**config.mk**
```make
export PLATFORM = sky130hd
export DESIGN_NAME = sensor_density_encoder_flat
export DESIGN_NICKNAME = d
export VERILOG_FILES = /design/src/rtl/sensor_density_encoder_if.sv /design/src/rtl/sensor_density_encoder.sv /design/src/flat_wrapper.sv
export SDC_FILE = /design/constraint.sdc
export NUM_CORES = 1
export LEC_CHECK = 0
export ABC_CLOCK_PERIOD_IN_PS = 1900
export CAP_MARGIN = 20
export CORE_AREA = 2 2 54 82
export CTS_CLUSTER_DIAMETER = 80
export DETAILED_ROUTE_END_ITERATION = 8
export DIE_AREA = 0 0 56 84
export GPL_TIMING_DRIVEN = 0
export PLACE_DENSITY_LB_ADDON = 0.1
export SYNTH_ARGS = -nofsm -noshare
export SYNTH_HDL_FRONTEND = slang
export SYNTH_SLANG_ARGS = --single-unit
```
**constraint.sdc**
```tcl
create_clock -name clk -period 1.9 [get_ports clk]
set_input_delay 0.38 -clock clk [delete_from_list [all_inputs] [get_ports clk]]
set_output_delay 0.38 -clock clk [all_outputs]
set_load 0.01 [all_outputs]
```
**src/rtl/sensor_density_encoder_if.sv**
```systemverilog
// Detector-side and controller-side signal bundle for sensor_density_encoder.
// The master modport is the encoder, the slave modport is whoever drives the loops and reads the densities.
interface sensor_density_encoder_if #(
   parameter int CNT_W = 4
);
   logic             det_N;
   logic             det_E;
   logic             dep_N;
   logic             dep_E;
   logic [1:0]       sensor_N;
   logic [1:0]       sensor_E;
   logic [CNT_W-1:0] q_N;
   logic [CNT_W-1:0] q_E;
   logic             fault_N;
   logic             fault_E;

   modport master (
      input  det_N, det_E, dep_N, dep_E,
      output sensor_N, sensor_E, q_N, q_E, fault_N, fault_E
   );

   modport slave (
      output det_N, det_E, dep_N, dep_E,
      input  sensor_N, sensor_E, q_N, q_E, fault_N, fault_E
   );
endinterface

```
**src/rtl/sensor_density_encoder.sv**
```systemverilog
// Synchronises and debounces the N/E loop detectors, counts arrivals minus departures and
// encodes each queue as a 2-bit density. Define SENSOR_STUCK_DET_EN to add stuck-high detection.
module sensor_density_encoder #(
   parameter int CNT_W        = 4,
   parameter int DEB_CYCLES   = 3,
   parameter int TH_MID       = 4,
   parameter int TH_HIGH      = 8,
   parameter int STUCK_CYCLES = 1000
) (
   input  logic                     clk,
   input  logic                     reset,
   sensor_density_encoder_if.master bus
);
   localparam int DEB_W = $clog2(DEB_CYCLES + 1);

   logic [1:0]       det;
   logic [1:0]       dep;
   logic [CNT_W-1:0] q_a    [2];
   logic [1:0]       sens_a [2];
   logic [1:0]       flt_a;

   assign det = {bus.det_E, bus.det_N};
   assign dep = {bus.dep_E, bus.dep_N};

   function automatic logic [1:0] encode(input logic [CNT_W-1:0] q);
      if (q == '0)             return 2'd0;
      if (int'(q) < TH_MID)    return 2'd1;
      if (int'(q) < TH_HIGH)   return 2'd2;
      return 2'd3;
   endfunction

   // Index 0 is North, index 1 is East; the two lanes share no state.
   for (genvar i = 0; i < 2; i++) begin : g_lane
      logic             s1;
      logic             s2;
      logic             deb;
      logic             arr;
      logic             settle;
      logic             stuck;
      logic             flt;
      logic [DEB_W-1:0] cnt;
      logic [CNT_W-1:0] q;
      logic [1:0]       sens;

      // The synced level has disagreed with the debounced level long enough to accept it.
      assign settle = (s2 != deb) && (cnt == DEB_W'(DEB_CYCLES - 1));

      always_ff @(posedge clk) begin
         if (!reset) begin
            s1   <= 1'b0;
            s2   <= 1'b0;
            deb  <= 1'b0;
            arr  <= 1'b0;
            cnt  <= '0;
            q    <= '0;
            sens <= 2'd0;
         end else begin
            // NOTE: non-blocking throughout, so every term below reads the pre-edge value.
            s1 <= det[i];
            s2 <= s1;
            if (s2 == deb || settle) cnt <= '0;
            else                     cnt <= cnt + DEB_W'(1);
            if (settle) deb <= ~deb;
            arr <= settle && !deb;
            case ({arr, dep[i]})
               2'b10:   if (q != '1) q <= q + CNT_W'(1);
               2'b01:   if (q != '0) q <= q - CNT_W'(1);
               default: q <= q;
            endcase
            sens <= stuck ? 2'd3 : encode(q);
         end
      end

`ifdef SENSOR_STUCK_DET_EN
      localparam int ST_W = $clog2(STUCK_CYCLES + 1);
      logic [ST_W-1:0] run;

      // Saturated high-time means the loop is stuck; the fail-safe density is 3.
      assign stuck = deb && (run == ST_W'(STUCK_CYCLES));

      always_ff @(posedge clk) begin
         if (!reset) begin
            run <= '0;
            flt <= 1'b0;
         end else begin
            flt <= stuck;
            if (!deb)        run <= '0;
            else if (!stuck) run <= run + ST_W'(1);
         end
      end
`else
      assign stuck = 1'b0;
      assign flt   = 1'b0;
`endif

      assign q_a[i]    = q;
      assign sens_a[i] = sens;
      assign flt_a[i]  = flt;
   end

   assign bus.q_N      = q_a[0];
   assign bus.q_E      = q_a[1];
   assign bus.sensor_N = sens_a[0];
   assign bus.sensor_E = sens_a[1];
   assign bus.fault_N  = flt_a[0];
   assign bus.fault_E  = flt_a[1];
endmodule
```
**src/flat_wrapper.sv**
```systemverilog
// flat-port wrapper written by rule: the top's interface ports become plain ports
module sensor_density_encoder_flat 
#(
   parameter int CNT_W        = 4,
   parameter int DEB_CYCLES   = 3,
   parameter int TH_MID       = 4,
   parameter int TH_HIGH      = 8,
   parameter int STUCK_CYCLES = 1000
)
  (clk, reset, bus_det_N, bus_det_E, bus_dep_N, bus_dep_E, bus_sensor_N, bus_sensor_E, bus_q_N, bus_q_E, bus_fault_N, bus_fault_E);
  sensor_density_encoder_if #(.CNT_W(CNT_W)) bus_i ();
  input  logic clk;
  input  logic reset;
  input wire logic [$bits(bus_i.det_N)-1:0] bus_det_N;
  input wire logic [$bits(bus_i.det_E)-1:0] bus_det_E;
  input wire logic [$bits(bus_i.dep_N)-1:0] bus_dep_N;
  input wire logic [$bits(bus_i.dep_E)-1:0] bus_dep_E;
  output wire logic [$bits(bus_i.sensor_N)-1:0] bus_sensor_N;
  output wire logic [$bits(bus_i.sensor_E)-1:0] bus_sensor_E;
  output wire logic [$bits(bus_i.q_N)-1:0] bus_q_N;
  output wire logic [$bits(bus_i.q_E)-1:0] bus_q_E;
  output wire logic [$bits(bus_i.fault_N)-1:0] bus_fault_N;
  output wire logic [$bits(bus_i.fault_E)-1:0] bus_fault_E;
  assign bus_i.det_N = bus_det_N;
  assign bus_i.det_E = bus_det_E;
  assign bus_i.dep_N = bus_dep_N;
  assign bus_i.dep_E = bus_dep_E;
  assign bus_sensor_N = bus_i.sensor_N;
  assign bus_sensor_E = bus_i.sensor_E;
  assign bus_q_N = bus_i.q_N;
  assign bus_q_E = bus_i.q_E;
  assign bus_fault_N = bus_i.fault_N;
  assign bus_fault_E = bus_i.fault_E;
  sensor_density_encoder #(.CNT_W(CNT_W), .DEB_CYCLES(DEB_CYCLES), .TH_MID(TH_MID), .TH_HIGH(TH_HIGH), .STUCK_CYCLES(STUCK_CYCLES)) u_core (.clk(clk), .reset(reset), .bus(bus_i));
endmodule
```
* Word-level counts from Yosys, hierarchy flattened
Index checks and enable logic that the tools add are counted.
Operators by class: mux-type cells 36, shifts and indexed selects 0, add/sub/neg operators 6, reductions and logical operators 18, bitwise operators 3, $mul 0, $lt $le $gt $ge 4, div/mod/pow operators 0, equality and inequality tests 16
Operators by type and width (count):
- 2-to-1 mux 2 bit | 12
- 2-to-1 mux 1 bit | 18
- 2-to-1 mux 4 bit | 4
- one-hot mux 4 bit (2 select lines) | 2
- adder 4 x 1 -> 4 bit, second input constant | 2
- equality test 2 bit, second input constant | 4
- zero test 4 bit | 2
- less-than comparator 4 x 3 -> 1 bit, second input constant | 2
- less-than comparator 4 bit, second input constant | 2
- != test 2 x 1 -> 1 bit, second input constant | 4
- != test 4 bit, second input constant | 2
- nonzero test 4 bit | 2
- subtractor 4 x 1 -> 4 bit, second input constant | 2
- AND reduction 3 bit | 2
- adder 2 x 1 -> 2 bit, second input constant | 2
- equality test 2 x 1 -> 1 bit, second input constant | 2
- logical AND 1 bit | 4
- nonzero test 2 bit | 2
- OR reduction 2 bit | 2
- inverter 1 bit | 3
- equality test 1 bit | 2
- zero test 1 bit | 2
- logical OR 1 bit | 2
- != test 1 bit | 2
Storage, ports and cells: logic and storage cells 97, bits of input ports 6, memories 0, register bits 24, bits in writable memories 0, bits in latches 0, bits in read-only memories 0

* Logic depth before layout (Yosys ltp)
word-level depth 11, gate-level depth with buffers 8, gate-level depth less buffers 8

* Least setup slack after synthesis
No wires, ideal clock.
kind input-to-reg, from in bus_dep_E, to reg u_core.g_lane[1].q[2], in the netlist u_core.bus.q_E[2], slack 0.304 ns, data required time 1.828 ns, library setup time 0.072 ns, stages 7, data arrival time 1.525 ns, path through ha_1 -> xor2_1 -> ha_1 -> a21oi_1 -> xor2_1 -> nor3b_2 -> mux2i_1
On the way: word-level cells in the longest chain between the ends 3, elaborated cells between the ends (all ways) 7
Ends and longest elaborated chain:
- start, declared | line flat_wrapper.sv:17 | input wire logic [$bits(bus_i.dep_E)-1:0] bus_dep_E;
- equality test 2 x 1 -> 1 bit or equality test 2 bit (tied branches) | line sensor_density_encoder.sv:65 | case ({arr, dep[i]})
- != test 2 x 1 -> 1 bit (no line) or nonzero test 2 bit (tied branches)
- AND reduction 3 bit (no line)
- end signal, assigned | line sensor_density_encoder.sv:66 | 2'b10: if (q != '1) q <= q + CNT_W'(1);
- end signal, assigned | line sensor_density_encoder.sv:67 | 2'b01: if (q != '0) q <= q - CNT_W'(1);
- end signal, assigned | line sensor_density_encoder.sv:68 | default: q <= q;
- end, declared | line sensor_density_encoder.sv:42 | logic [CNT_W-1:0] q;
Several ways; a longest one is shown, not always the timed one. A chain may end at the register's enable or synchronous reset.

* Worst setup path in the final report
from reg u_core.g_lane[0].q[2], in the netlist u_core.bus.q_N[2], to out bus_q_N[2]
RTL lines:
- start, declared | line sensor_density_encoder.sv:42
- start signal, assigned | line sensor_density_encoder.sv:66
- start signal, assigned | line sensor_density_encoder.sv:67
- start signal, assigned | line sensor_density_encoder.sv:68
- end, declared | line flat_wrapper.sv:20 | output wire logic [$bits(bus_i.q_N)-1:0] bus_q_N;
No word-level cell between the ends.

==> metrics.md <==
| Metric | Value |
|---|---|
| Status | `finished clean` |
| Post-synthesis adder-cell area fraction | `0.108` |
| Synth Warn # | `0` |
| Die Height | `84 um` |
| Power, Total | `1270 uW` |
| Clock Latency Late Sink | `0.26 ns` |
| MaxCap Viol Count | `0` |
| Postcts setup bufs | `0` |
| Area grow syn2layout | `30.8%` |
| Worst path max stage delay | `0.59 ns` |
| Routability cong. | `0.818` |
| Sequential share of the synthesized area | `0.413` |
| Placed cell count | `between 150 and 200` |
| XOR/XNOR share of the synthesized area | `0.0452` |
| DRT Pass-1 Iters | `4` |
| Slowest CP cell | `clkdlybuf4s50_1` |
| Core Region | `4060 um2` |
| EDFF count, synth | `0` |
| WP data required | `around 1.5 ns` |
| Final setup fails | `0` |
| CTS tree | `built` |
| Vias | `923` |
| Synth async-reset ratio | `0` |
| Unrepaired setup endpoints after global routing | `false` |
| Antenna Cells | `0` |
| Netlist cell types | `31` |
| Post-DP HPWL | `1630 um` |
| Tcrit/Tclk final | `0.891` |
| Reg clk slew, reported paths | `0.08 ns` |
| Die area | `4700 um2` |
| CTS root buf | `clkbuf_8` |
| Commonest non-fill, non-tap cell in the layout | `dfxtp_1` |
| Routed Wire Length | `2130 um` |
| Critical Path Source Type | `flop` |
| Crit path DAT | `1.31 ns` |
| Critical path class | `flop to primary output` |
| Critical path fanouts, max | `7` |
| Largest net degree at the start of global routing | `15` |
| Fill count | `422` |
| Slew Viols, Final | `0` |
| Post-route DRC | `0` |
| GRT Total Usage | `0.0951` |
| Routed len/inst | `10.9 um` |
| Mux share of post-synthesis cell area | `0.0172` |
| Tmin final | `around 1.7 ns` |
| Crit end category | `primary output` |
| Compound-Gate Fraction of Synth Area | `0.128` |
| Clock Path Buffers | `2` |
| Maximum vdd drop | `0.000423 V` |
| WP buf/inv | `1` |
| Die Wd | `56 um` |
| Initial antenna violation count | `0` |
| IO Pins | `20` |
| Final hold viol count | `0` |
| CP top delay family | `buffers and inverters` |
| PwrDens | `833 nW/um2` |
| Worst Skew | `0.00316 ns` |
| Mapped cell area | `about 1200 um2` |
| Cell leakage power | `a little over 0.0006 uW` |
| Starting density of the core | `0.286` |
| Critical path, cell by cell | `clkdlybuf4s50_1` |
| Port Buffers | `17` |
| Mapped Cells | `128` |
| Most frequent cells in the layout | `dfxtp_1, nor2_1, clkdlybuf4s50_1` |
| Synth Area in Simple Gates | `0.243` |
| Grt ovf | `0` |
| H-tree Lvls | `1` |
| Fin cells | `between 150 and 200` |
| F_max | `590 MHz` |
| Syn_area_per_cell | `between 9 and 10 um2` |
| Total clock sinks | `24` |
| First-pass GRT wire length | `3600 um` |
| 1st-iter DRT viols | `28` |
| Vias/cell | `4.71` |
| TritonCTS Buffers | `3` |
| #FFs+latches synth | `24` |
| Total Nets Final | `~170` |
| Share of post-route cells with drive strength above 1 | `0.107` |
| FP Rows | `29` |
| Hold crit path type | `flop to flop` |
| Main combinational cell family by area after synthesis | `simple AND/OR/NAND/NOR gates` |
| Most used DFF post-synth | `dfxtp_1` |
| Vias in the first global route | `854` |
| Post-route ant nets | `0` |
==> where the power goes <==
| group | total (uW) | switching, uW | internal [uW] |
|---|---|---|---|
| combinational | 250 | 114 | 137 |
| clock | 434 | 153 | 281 |
| sequential | 581 | 41.3 | 540 |
==> flip-flops by register name, indices dropped and copies added (netlist names) <==
register and count:
u_core.g_lane.cnt 4, u_core.bus.sensor_E 2, u_core.g_lane.arr 2, u_core.g_lane.s2 2, u_core.bus.q_N 4, u_core.bus.sensor_N 2
u_core.g_lane.deb 2, u_core.g_lane.s1 2, u_core.bus.q_E 4
==> through the flow <==
stage | cell area, um2 | hold WS, ns | TNS (ns) | utilization | setup slack, ns
6_report | 1520 | 0.414 | 0 | 0.374 | 0.206
5_1_grt | 1520 | 0.435 | 0 | 0.374 | 0.131
4_1_cts | 1470 | 0.417 | 0 | 0.362 | 0.0253
3_5_place_dp | 1390 | 0.404 | -1.07 | 0.343 | -0.295
3_3_place_gp | 1390 | 0.401 | -1.10 | 0.343 | -0.277
2_1_floorplan | 1170 | 0.391 | 0 | - | 0.304
==> worst paths after layout <==
kind	startpoint	to	slack, ns	depth (start not counted)
max	u_core.bus.q_N[2]	bus_q_N[2]	0.21	1
min	u_core.g_lane[1].cnt[0]	u_core.g_lane[1].cnt[0]	0.41	1
max reg2reg	u_core.g_lane[0].arr	u_core.bus.q_N[2]	0.26	8
min reg2reg	u_core.g_lane[1].cnt[0]	u_core.g_lane[1].cnt[0]	0.41	1
==> Yosys cell counts (all sizes together) (4+ instances only) <==
master | n | area share
dfxtp | 24 | 0.41
a21oi | 9 | 0.039
nand2b | 8 | 0.043
nand2 | 4 | 0.013
and3 | 4 | 0.022
ha | 10 | 0.11
nor2 | 16 | 0.052
o21ai | 5 | 0.022
and2 | 4 | 0.022
nor3 | 4 | 0.017
inv | 8 | 0.026
==> cell type report <==
class	count	area, um2	share of cell area
plain buffers	3	18.8	0.0123
clock buffers	3	41.3	0.0272
clock inverters	1	30.0	0.0198
inverters	8	30.0	0.0198
multi-input cells	94	687	0.452
flip-flops and latches	24	480	0.316
well taps	46	57.6	0.0379
repair buffers	17	175	0.115
==> timing repair <==
| item | 4_1_cts | 5_1_grt |
|---|---|---|
| setup endpoints to repair | 2 | 4 |
| gates resized for setup | 2 | 8 |
| hold buffers | 0 | 0 |
==> kinds of logic after synthesis <==
| family | Yosys count |
|---|---|
| DFF | 24 |
| other | 1 |
| adders and majority gates | 10 |
| and+or+nand+nor | 52 |
| muxes | 2 |
| xor gates and xnor gates | 6 |
| buffers and inverters | 11 |
| AOI/OAI and AO/OA | 22 |
==> per-layer routing <==
metal,share of wire,global-route usage,vias to the layer above
li1,-,-,477
met1,0.43,0.106,422
met2,0.51,0.170,22
met3,0.046,0.0171,2
met4,0.011,0.0455,0
met5,0,0,-
Note: power is estimated with default switching activity, not from simulation.
